$ cat src/rtl/stim_pkg.sv
// Shared types, default constants and arithmetic helpers for the stimulus
// generator / response compactor slice.
package stim_pkg;

  localparam logic [31:0] LCG_A_DEF = 32'h41C64E6D;
  localparam logic [31:0] LCG_C_DEF = 32'h3039;
  localparam logic [31:0] POLY_DEF  = 32'h04C11DB7;

  // Widest response fold32 can compact; narrower callers zero-extend.
  localparam int FOLD_MAX_W = 2048;

  typedef enum logic [1:0] {
    STIM_LCG  = 2'd0,
    STIM_WALK = 2'd1,
    STIM_HOLD = 2'd2,
    STIM_ZERO = 2'd3
  } stim_mode_t;

  typedef enum logic [1:0] {
    ST_IDLE  = 2'd0,
    ST_RUN   = 2'd1,
    ST_DRAIN = 2'd2,
    ST_DONE  = 2'd3
  } stim_state_t;

  function automatic logic [31:0] lcg_step(input logic [31:0] s,
                                           input logic [31:0] a,
                                           input logic [31:0] c);
    return s * a + c;
  endfunction

  // Zero padding above the real width leaves the XOR of the real chunks unchanged.
  function automatic logic [31:0] fold32(input logic [FOLD_MAX_W-1:0] d);
    logic [31:0] acc;
    acc = '0;
    for (int k = 0; k < FOLD_MAX_W / 32; k++) begin
      acc = acc ^ d[32*k +: 32];
    end
    return acc;
  endfunction

endpackage

$ cat src/rtl/misr32.sv
// 32-bit multiple-input signature register: shifts left with polynomial
// feedback and absorbs the 32-bit fold of a wide response word.
module misr32
  import stim_pkg::*;
#(
  parameter int          DATA_W = 32,
  parameter logic [31:0] POLY   = POLY_DEF
) (
  input  logic              clk,
  input  logic              rst,
  input  logic              clr,
  input  logic              enable,
  input  logic [DATA_W-1:0] data,
  output logic [31:0]       state
);

  logic [31:0] state_reg;
  logic [31:0] state_next;

  always_comb begin
    state_next = {state_reg[30:0], 1'b0}
               ^ (state_reg[31] ? POLY : 32'h0)
               ^ fold32(FOLD_MAX_W'(data));
  end

  always_ff @(posedge clk) begin
    if (rst || clr) begin
      state_reg <= '0;
    end else if (enable) begin
      state_reg <= state_next;
    end
  end

  assign state = state_reg;

endmodule

$ cat src/rtl/stim_lcg_misr.sv
// Run-length controlled stimulus generator (LCG / walking-one / hold / zero)
// with a latency-matched MISR compacting the DUT response.
module stim_lcg_misr
  import stim_pkg::*;
#(
  parameter int          IN_W  = 137,
  parameter int          OUT_W = 159,
  parameter int          LAT   = 1,
  parameter logic [31:0] LCG_A = LCG_A_DEF,
  parameter logic [31:0] LCG_C = LCG_C_DEF,
  parameter logic [31:0] POLY  = POLY_DEF
) (
  input  logic             clk,
  input  logic             rst,
  input  logic             start,
  input  logic             abort,
  input  logic [31:0]      seed,
  input  logic [31:0]      cycles,
  input  logic [1:0]       mode,
  output logic [IN_W-1:0]  in_flat,
  output logic             in_valid,
  input  logic [OUT_W-1:0] out_flat,
  output logic             busy,
  output logic             done,
  output logic [31:0]      cyc_count,
  output logic [31:0]      signature
);

  localparam int NW   = (IN_W + 31) / 32;
  localparam int WI_W = (IN_W > 1) ? $clog2(IN_W) : 1;

  stim_state_t      state_reg, state_next;
  stim_mode_t       mode_reg;
  logic [31:0]      lcg_reg;
  logic [31:0]      cycles_reg;
  logic [31:0]      cyc_count_reg;
  logic [WI_W-1:0]  walk_idx_reg;
  logic [IN_W-1:0]  in_flat_reg;
  logic             in_valid_reg;
  logic [3:0]       drain_cnt_reg;

  logic             accept;
  logic             emit;
  logic             dly_valid;
  logic             misr_en;
  logic [NW:0][31:0] chain;
  logic [IN_W-1:0]  lcg_vec;
  logic [IN_W-1:0]  walk_vec;
  logic [IN_W-1:0]  vec_next;

  // One vector is NW chained LCG steps evaluated combinationally.
  assign chain[0] = lcg_reg;
  genvar gi;
  generate
    for (gi = 0; gi < NW; gi++) begin : g_word
      assign chain[gi+1] = lcg_step(chain[gi], LCG_A, LCG_C);
      if (32 * gi + 32 <= IN_W) begin : g_full
        assign lcg_vec[32*gi +: 32] = chain[gi+1];
      end else begin : g_part
        assign lcg_vec[IN_W-1:32*gi] = chain[gi+1][IN_W-32*gi-1:0];
      end
    end

    for (gi = 0; gi < IN_W; gi++) begin : g_walk
      assign walk_vec[gi] = (walk_idx_reg == WI_W'(gi));
    end
  endgenerate

  always_comb begin
    vec_next = '0;
    case (mode_reg)
      STIM_LCG, STIM_HOLD: vec_next = lcg_vec;
      STIM_WALK:           vec_next = walk_vec;
      default:             vec_next = '0;
    endcase
  end

  always_comb begin
    state_next = state_reg;
    accept     = 1'b0;
    emit       = 1'b0;
    if (abort) begin
      state_next = ST_IDLE;
    end else begin
      case (state_reg)
        ST_IDLE, ST_DONE: begin
          if (start) begin
            accept     = 1'b1;
            state_next = ST_RUN;
          end
        end
        ST_RUN: begin
          // A zero-length run spends one empty RUN cycle before DONE.
          if (cyc_count_reg == cycles_reg) begin
            state_next = ST_DONE;
          end else begin
            emit = 1'b1;
            if (cyc_count_reg + 32'd1 == cycles_reg) begin
              state_next = (LAT == 0) ? ST_DONE : ST_DRAIN;
            end
          end
        end
        ST_DRAIN: begin
          if (drain_cnt_reg == 4'd0) begin
            state_next = ST_DONE;
          end
        end
        default: state_next = ST_IDLE;
      endcase
    end
  end

  always_ff @(posedge clk) begin
    if (rst) begin
      state_reg <= ST_IDLE;
    end else begin
      state_reg <= state_next;
    end
  end

  always_ff @(posedge clk) begin
    if (rst) begin
      mode_reg      <= STIM_LCG;
      lcg_reg       <= '0;
      cycles_reg    <= '0;
      cyc_count_reg <= '0;
      walk_idx_reg  <= '0;
      in_flat_reg   <= '0;
      in_valid_reg  <= 1'b0;
      drain_cnt_reg <= '0;
    end else begin
      in_valid_reg <= emit;
      if (accept) begin
        mode_reg      <= stim_mode_t'(mode);
        lcg_reg       <= seed;
        cycles_reg    <= cycles;
        cyc_count_reg <= '0;
        walk_idx_reg  <= '0;
      end
      if (emit) begin
        in_flat_reg   <= vec_next;
        cyc_count_reg <= cyc_count_reg + 32'd1;
        drain_cnt_reg <= 4'(LAT - 1);
        // Hold mode never advances the LCG, so the first vector repeats.
        if (mode_reg == STIM_LCG) begin
          lcg_reg <= chain[NW];
        end
        if (mode_reg == STIM_WALK) begin
          walk_idx_reg <= (walk_idx_reg == WI_W'(IN_W - 1)) ? '0 : walk_idx_reg + 1'b1;
        end
      end else if (state_reg == ST_DRAIN) begin
        drain_cnt_reg <= drain_cnt_reg - 4'd1;
      end
    end
  end

  // Delay in_valid by the DUT latency so the MISR sees matching responses.
  generate
    if (LAT == 0) begin : g_nodly
      assign dly_valid = in_valid_reg;
    end else begin : g_dly
      logic [LAT-1:0] dly_reg;
      always_ff @(posedge clk) begin
        if (rst || abort) begin
          dly_reg <= '0;
        end else begin
          dly_reg <= (dly_reg << 1) | LAT'(in_valid_reg);
        end
      end
      assign dly_valid = dly_reg[LAT-1];
    end
  endgenerate

  assign misr_en = dly_valid && !abort;

  misr32 #(
    .DATA_W (OUT_W),
    .POLY   (POLY)
  ) u_misr (
    .clk    (clk),
    .rst    (rst),
    .clr    (accept),
    .enable (misr_en),
    .data   (out_flat),
    .state  (signature)
  );

  assign in_flat   = in_flat_reg;
  assign in_valid  = in_valid_reg;
  assign cyc_count = cyc_count_reg;
  assign busy      = (state_reg == ST_RUN) || (state_reg == ST_DRAIN);
  assign done      = (state_reg == ST_DONE);

endmodule

$ cat config.mk
export PLATFORM = sky130hd
export DESIGN_NAME = stim_lcg_misr
export DESIGN_NICKNAME = d
export VERILOG_FILES = /design/src/rtl/stim_pkg.sv /design/src/rtl/misr32.sv /design/src/rtl/stim_lcg_misr.sv
export SDC_FILE = /design/constraint.sdc
export NUM_CORES = 2
export LEC_CHECK = 0
export ABC_AREA = 1
export BUFFER_PORTS_ARGS = -buffer_cell sky130_fd_sc_hd__buf_2
export CAP_MARGIN = 10
export CORE_ASPECT_RATIO = 1.2
export CORE_MARGIN = 5
export CORE_UTILIZATION = 37
export CTS_CLUSTER_DIAMETER = 30
export DETAILED_ROUTE_END_ITERATION = 12
export GPL_ROUTABILITY_DRIVEN = 0
export GPL_TIMING_DRIVEN = 0
export HOLD_SLACK_MARGIN = 0.05
export PLACE_DENSITY = 0.59
export SLEW_MARGIN = 20
export SYNTH_ARGS = -nofsm -noshare
export SYNTH_HDL_FRONTEND = slang
export SYNTH_HIERARCHICAL = 1
export SYNTH_SLANG_ARGS = --single-unit
$ cat constraint.sdc
create_clock -name clk -period 41.8 [get_ports clk]
set_input_delay 6.27 -clock clk [delete_from_list [all_inputs] [get_ports clk]]
set_output_delay 6.27 -clock clk [all_outputs]
set_load 0.01 [all_outputs]
-- Yosys cells after proc, flatten, opt, wreduce, memory -nomap -nowiden
Cells that the tools add are included.
- logic and storage cells: 213
- flip-flop bits (word level): 283
- equal/unequal tests: 146
- muxes and demuxes: 22
- $add $sub $neg: 8
- bitwise operators: 6
- reduce and logical (&&, ||, !) cells: 15
- multiply operators: 5
- operator list (operator ; number):
    $eq A8 B7 Y1 const B ; 64
    $pmux W137 S2 ; 1
    $eq A8 B6 Y1 const B ; 32
    $add A32 B14 Y32 const B ; 5
    $mul A32 B31 Y32 const B ; 5
    $mux W32 ; 5
    $xor A32 B32 Y32 ; 5
    $eq A8 B5 Y1 const B ; 16
    $eq A8 B8 Y1 const B ; 9
    $eq A32 B32 Y1 ; 2
    $eq A8 B4 Y1 const B ; 8
    $add A32 B1 Y32 const B ; 1
    $eq A8 B3 Y1 const B ; 4
    $mux W8 ; 4
    $xor A32 B31 Y32 ; 1
    $mux W27 ; 1
    $eq A8 B2 Y1 const B ; 2
    $add A8 B1 Y8 const B ; 1
    $eq A8 B1 Y1 const B ; 1
    $logic_not A8 Y1 ; 1
    $mux W2 ; 4
    $reduce_or A2 Y1 ; 4
    $eq A2 B2 Y1 const B ; 3
    $mux W1 ; 6
    other kinds (12) ; 17

-- Longest topological paths before layout
- word-level depth: 12
- mapped depth: 128
- mapped depth without buffers: 127

-- Modules after synthesis
The synthesis kept the hierarchy.
- modules (own cells, without submodules) (module ; cells an instance ; instances ; area an instance (µm²) ; seq. area each (µm²)):
    stim_lcg_misr ; 6723 ; 1 ; 57592.7 ; 5024.8
    misr32 ; 723 ; 1 ; 3963.8 ; 640.6

-- Least setup slack after synthesis
No wires, ideal clock.
- path kind: flip-flop to flip-flop
- from: reg lcg_reg[0]
- to: reg lcg_reg[31]
- arrival time: 26.088 ns
- stages on the path, launching flop included: 120
- buffers on the path: 1
- path slack: 15.600 ns
- setup time: 0.112 ns
- required time: 41.688 ns
- path through: dfxtp_1 -> buf_2 -> inv_2 -> ha_1 -> ha_1 -> inv_1 -> fa_1 -> inv_1 -> fa_1 -> ha_1 -> ha_1 -> fa_1 -> inv_1 -> fa_1 -> inv_1 -> ha_1 -> nand2_1 -> nor2_1 -> [84 not listed] -> fa_1 -> inv_1 -> ha_1 -> nand2_1 -> nor2_1 -> nand2_1 -> inv_1 -> a221o_1 -> nor2_1 -> inv_1 -> nand2_1 -> nand2_1 -> inv_1 -> nand3_1 -> nand2_1 -> nand2_1 -> nand2_1 -> nand2_1
- cells in the longest elaborated chain, start to end: 12
- ends and longest elaborated chain (element ; line ; RTL):
    start, declared ; stim_lcg_misr.sv:34 ; logic [31:0] lcg_reg;
    start signal, assigned ; stim_lcg_misr.sv:146 ; lcg_reg <= chain[NW];
    $mul A32 B31 Y32 ; stim_pkg.sv:29 ; return s * a + c;
    $add A32 B14 Y32 ; stim_pkg.sv:29 ;
    $mul A32 B31 Y32 ; stim_pkg.sv:29 ;
    $add A32 B14 Y32 ; stim_pkg.sv:29 ;
    $mul A32 B31 Y32 ; stim_pkg.sv:29 ;
    $add A32 B14 Y32 ; stim_pkg.sv:29 ;
    $mul A32 B31 Y32 ; stim_pkg.sv:29 ;
    $add A32 B14 Y32 ; stim_pkg.sv:29 ;
    $mul A32 B31 Y32 ; stim_pkg.sv:29 ;
    $add A32 B14 Y32 ; stim_pkg.sv:29 ;
    $mux W32 ; stim_lcg_misr.sv:145 ; if (mode_reg == STIM_LCG) begin
    $mux W32 ; stim_lcg_misr.sv:140 ; if (emit) begin
No other way between the ends.
A chain may end at the register's enable or synchronous reset.

-- Final worst setup path
Same ends and word-level chain as after synthesis.

==> metrics.txt <==
number of rows created at floorplan=about 160; via count of the first global-routing pass=52500; RSZ-0062 raised after global routing=false; area of the placeable core=166000 um^2; starting density of the core=37.1%; area enclosed by the die boundary=175000 um^2; startpoint types=flop; Synth area leader=sky130_fd_sc_hd__fa_1; Hold Path Cell Cnt=2; final worst-path cycle share=74.4%; post-synth cell types=69; global-route wire length before repair=314 mm; startpoint of the worst register-to-register path=lcg_reg[0]; Fin. Hold Viols=0; CTS Buffer Depth=3; min-delay src=in_valid; Yosys warning count=6; maximum number of pins on one net before global-route repair=25; worst reg2reg endpoint=lcg_reg[31]; Min Clock Period, post-route=31090 ps; I/O pin count=~430; number of resized instances in the post-cts repair step=0; top-area cell type share of the netlist area=30.7%; y dimension of the die=457 um; latest clock arrival within the worst-skew pair=just under 700 ps; H-tree level count=3; master of the slowest instance on the critical path=sky130_fd_sc_hd__ha_2; clock edge transition at the registers on the reported setup and hold paths=50 ps; R2R cell count=119; number of failing setup endpoints in the final timing report=0; maximum operating frequency=32.2 MHz; detailed placement HPWL=183 mm; Endpoint, Worst Hold=dly_valid; Worst Path Required=42350 ps; sequential area share after synthesis=under 10%; count of state elements after synthesis=~280; antenna violations before repair=23; IO buf count=432; data arrival time at the worst-slack endpoint=31650 ps; Rel. slew slack=14.9%; Initial DRT Pass Iterations=8; startpoint-to-endpoint class of the critical path=flop to flop; Area contributors post-synth=sky130_fd_sc_hd__fa_1 (31%), sky130_fd_sc_hd__ha_1 (21%), sky130_fd_sc_hd__inv_1 (13%); Avg Cell Area, Syn=8.27 um^2; Worst Tran Pin Value=1280 ps; most used cell, CP=sky130_fd_sc_hd__inv_1; Register-to-Register Setup Slack=10710 ps; post-synth net total=9631; number of synthesized flops with an enable pin=0; number of nets with antenna violations after routing=0; global router's overall resource usage=about a quarter; number of clock sinks=283; setup TNS after final layout=0 ps; wire length reported by the detailed router=208 mm; total CTS buffers=72; Post-CTS Repair Setup Buffers=0; clock root cell=sky130_fd_sc_hd__clkbuf_16; highest fanout seen on the critical path=24; worst hold path class=flop to flop; status=complete, no violations; ratio of routed vias to standard cells=4.96; Most used DFF post-synth=sky130_fd_sc_hd__dfxtp_1; DRC violation count after routing=0; post-route clock skew=46.1 ps; Cells after Synth=7446; layout cells sized above 1=8.91%; Slowest Stage Delay on Critical Path=1020 ps; area added between synthesis and finish=12.3%; total overflow reported by the global router=0; share of flip-flops with an asynchronous set or reset=0%; CTS tree=built; max FFs per register=137; Chip Width=382 um; Mapped Area=61600 um^2; via count=between 50000 and 60000; 1st-iter DRT viols=3328; hold-fix buffers at CTS=0; Layout fillers=16700; max-slew violation total from the final report=0; net count reported at finish=10100; kind of end point of the critical path=flop; maxcap violations=0; routed length per placed instance=20.4 um
[metrics by stage]
step,cells,instance area [um^2],setup slack (ps),hold slack [ps],util [%]
after global routing,10200,69100,9310,448,41.6
after global placement,10000,66400,9600,417,40.0
after floorplan,7446,61600,15600,452,-
after CTS,10200,69100,10700,440,41.6
after detailed placement,10000,66500,10810,437,40.1
final,10200,69100,10710,429,41.6
[worst max-delay path by stage]
stage / start / to / slack, ps
floorplan: lcg_reg[0] / lcg_reg[31] / 15600
global placement: lcg_reg[0] / lcg_reg[31] / 9600
detailed placement: lcg_reg[0] / lcg_reg[31] / 10810
CTS: lcg_reg[0] / lcg_reg[31] / 10700
global route: lcg_reg[0] / lcg_reg[31] / 9310
finish: lcg_reg[0] / lcg_reg[31] / 10710
[logic make-up after synthesis]
kind of cell / count (synthesis) / share of synthesized area [%]
AO/OA/AOI/OAI: 794 / 8.03
XOR/XNOR: 368 / 5.27
adder cells (fa/ha/maj): 1956 / 51.3
buffers and inverters: 2238 / 13.7
flip-flops: 283 / 9.20
AND/OR/NAND/NOR: 1807 / 12.5
[synthesized netlist by cell type, types with 4 or more instances]
cell                       count
sky130_fd_sc_hd__nor2_1      299
sky130_fd_sc_hd__o21bai_1     20
sky130_fd_sc_hd__nand2_1    1115
sky130_fd_sc_hd__or2_2        32
sky130_fd_sc_hd__buf_1         6
sky130_fd_sc_hd__a311oi_1      5
sky130_fd_sc_hd__a21oi_2      16
sky130_fd_sc_hd__a211oi_1      5
sky130_fd_sc_hd__nor2_4        4
sky130_fd_sc_hd__nand4_1      47
sky130_fd_sc_hd__a22o_1      106
sky130_fd_sc_hd__nor2_2       10
sky130_fd_sc_hd__a21oi_1     219
sky130_fd_sc_hd__nor3_2        5
sky130_fd_sc_hd__a221oi_1      4
sky130_fd_sc_hd__fa_1        943
sky130_fd_sc_hd__clkinv_1      7
sky130_fd_sc_hd__o21ai_1       9
sky130_fd_sc_hd__a21o_1       15
sky130_fd_sc_hd__dfxtp_1     283
sky130_fd_sc_hd__nor4_1       14
sky130_fd_sc_hd__o21ai_0     216
sky130_fd_sc_hd__nand2_4       7
sky130_fd_sc_hd__o31ai_1       5
sky130_fd_sc_hd__inv_2        18
sky130_fd_sc_hd__inv_1      2105
sky130_fd_sc_hd__ha_1       1013
sky130_fd_sc_hd__nand3b_1     32
sky130_fd_sc_hd__nor3_1       29
sky130_fd_sc_hd__buf_2         4
sky130_fd_sc_hd__o22ai_1      83
sky130_fd_sc_hd__a22oi_1      22
sky130_fd_sc_hd__o32ai_1       9
sky130_fd_sc_hd__nand2_2      23
sky130_fd_sc_hd__nand3_1     170
sky130_fd_sc_hd__o221ai_1     12
sky130_fd_sc_hd__xor2_1      207
sky130_fd_sc_hd__nand3_2       8
sky130_fd_sc_hd__a31oi_1      14
sky130_fd_sc_hd__o21a_1       12
sky130_fd_sc_hd__clkbuf_1     94
sky130_fd_sc_hd__xnor2_1     158
[cell type report]
class / instances / area, um^2 / area share, %
multi-input combinational: 4925 / 47500 / 68.7
timing repair buffer: 439 / 2250 / 3.26
buffer: 108 / 448 / 0.648
clock buffer: 85 / 1920 / 2.78
antenna: 12 / 30.0 / 0.0434
inverter: 2130 / 8000 / 11.6
clock inverter: 47 / 661 / 0.956
sequential: 283 / 5670 / 8.20
tap: 2158 / 2700 / 3.91
[critical path: cells and delay by family (launching register included)]
kind | cells | cell delay (ps)
AND/OR/NAND/NOR | 31 | 4730
adder cells (fa/ha/maj) | 43 | 19370
flip-flops | 1 | 550
buffers and inverters | 36 | 3410
AO/OA/AOI/OAI | 5 | 970
XOR/XNOR | 4 | 1880
[per-layer routing]
| metal | vias up | global-route usage (%) | wire [um] |
|---|---|---|---|
| met5 | - | 0 | 69 |
| met4 | 10 | 9.97 | 10000 |
| met3 | 421 | 6.98 | 19000 |
| met2 | 1657 | 38.6 | 95300 |
| met1 | 24600 | 29.0 | 83100 |
| li1 | 23900 | - | - |
[placed cells by master, fill, tap and decap left out, types with 32 or more instances in the layout]
| master | synthesis | layout |
|---|---|---|
| sky130_fd_sc_hd__nand4_1 | 47 | 47 |
| sky130_fd_sc_hd__or2_2 | 32 | 32 |
| sky130_fd_sc_hd__clkbuf_1 | 94 | 98 |
| sky130_fd_sc_hd__nand2_1 | 1115 | 1115 |
| sky130_fd_sc_hd__a22o_1 | 106 | 106 |
| sky130_fd_sc_hd__nand3b_1 | 32 | 32 |
| sky130_fd_sc_hd__nand3_1 | 170 | 170 |
| sky130_fd_sc_hd__nor2_1 | 299 | 299 |
| sky130_fd_sc_hd__xnor2_1 | 158 | 158 |
| sky130_fd_sc_hd__inv_1 | 2105 | 2105 |
| sky130_fd_sc_hd__buf_2 | 4 | 436 |
| sky130_fd_sc_hd__o22ai_1 | 83 | 83 |
| sky130_fd_sc_hd__clkbuf_16 | 0 | 72 |
| sky130_fd_sc_hd__ha_1 | 1013 | 1012 |
| sky130_fd_sc_hd__o21ai_0 | 216 | 216 |
| sky130_fd_sc_hd__a21oi_1 | 219 | 219 |
| sky130_fd_sc_hd__dfxtp_1 | 283 | 282 |
| sky130_fd_sc_hd__fa_1 | 943 | 943 |
| sky130_fd_sc_hd__xor2_1 | 207 | 207 |
Power is left out: the tool's default activity adds up to more than one toggle a clock period on the data nets, which glitch-free logic cannot reach.
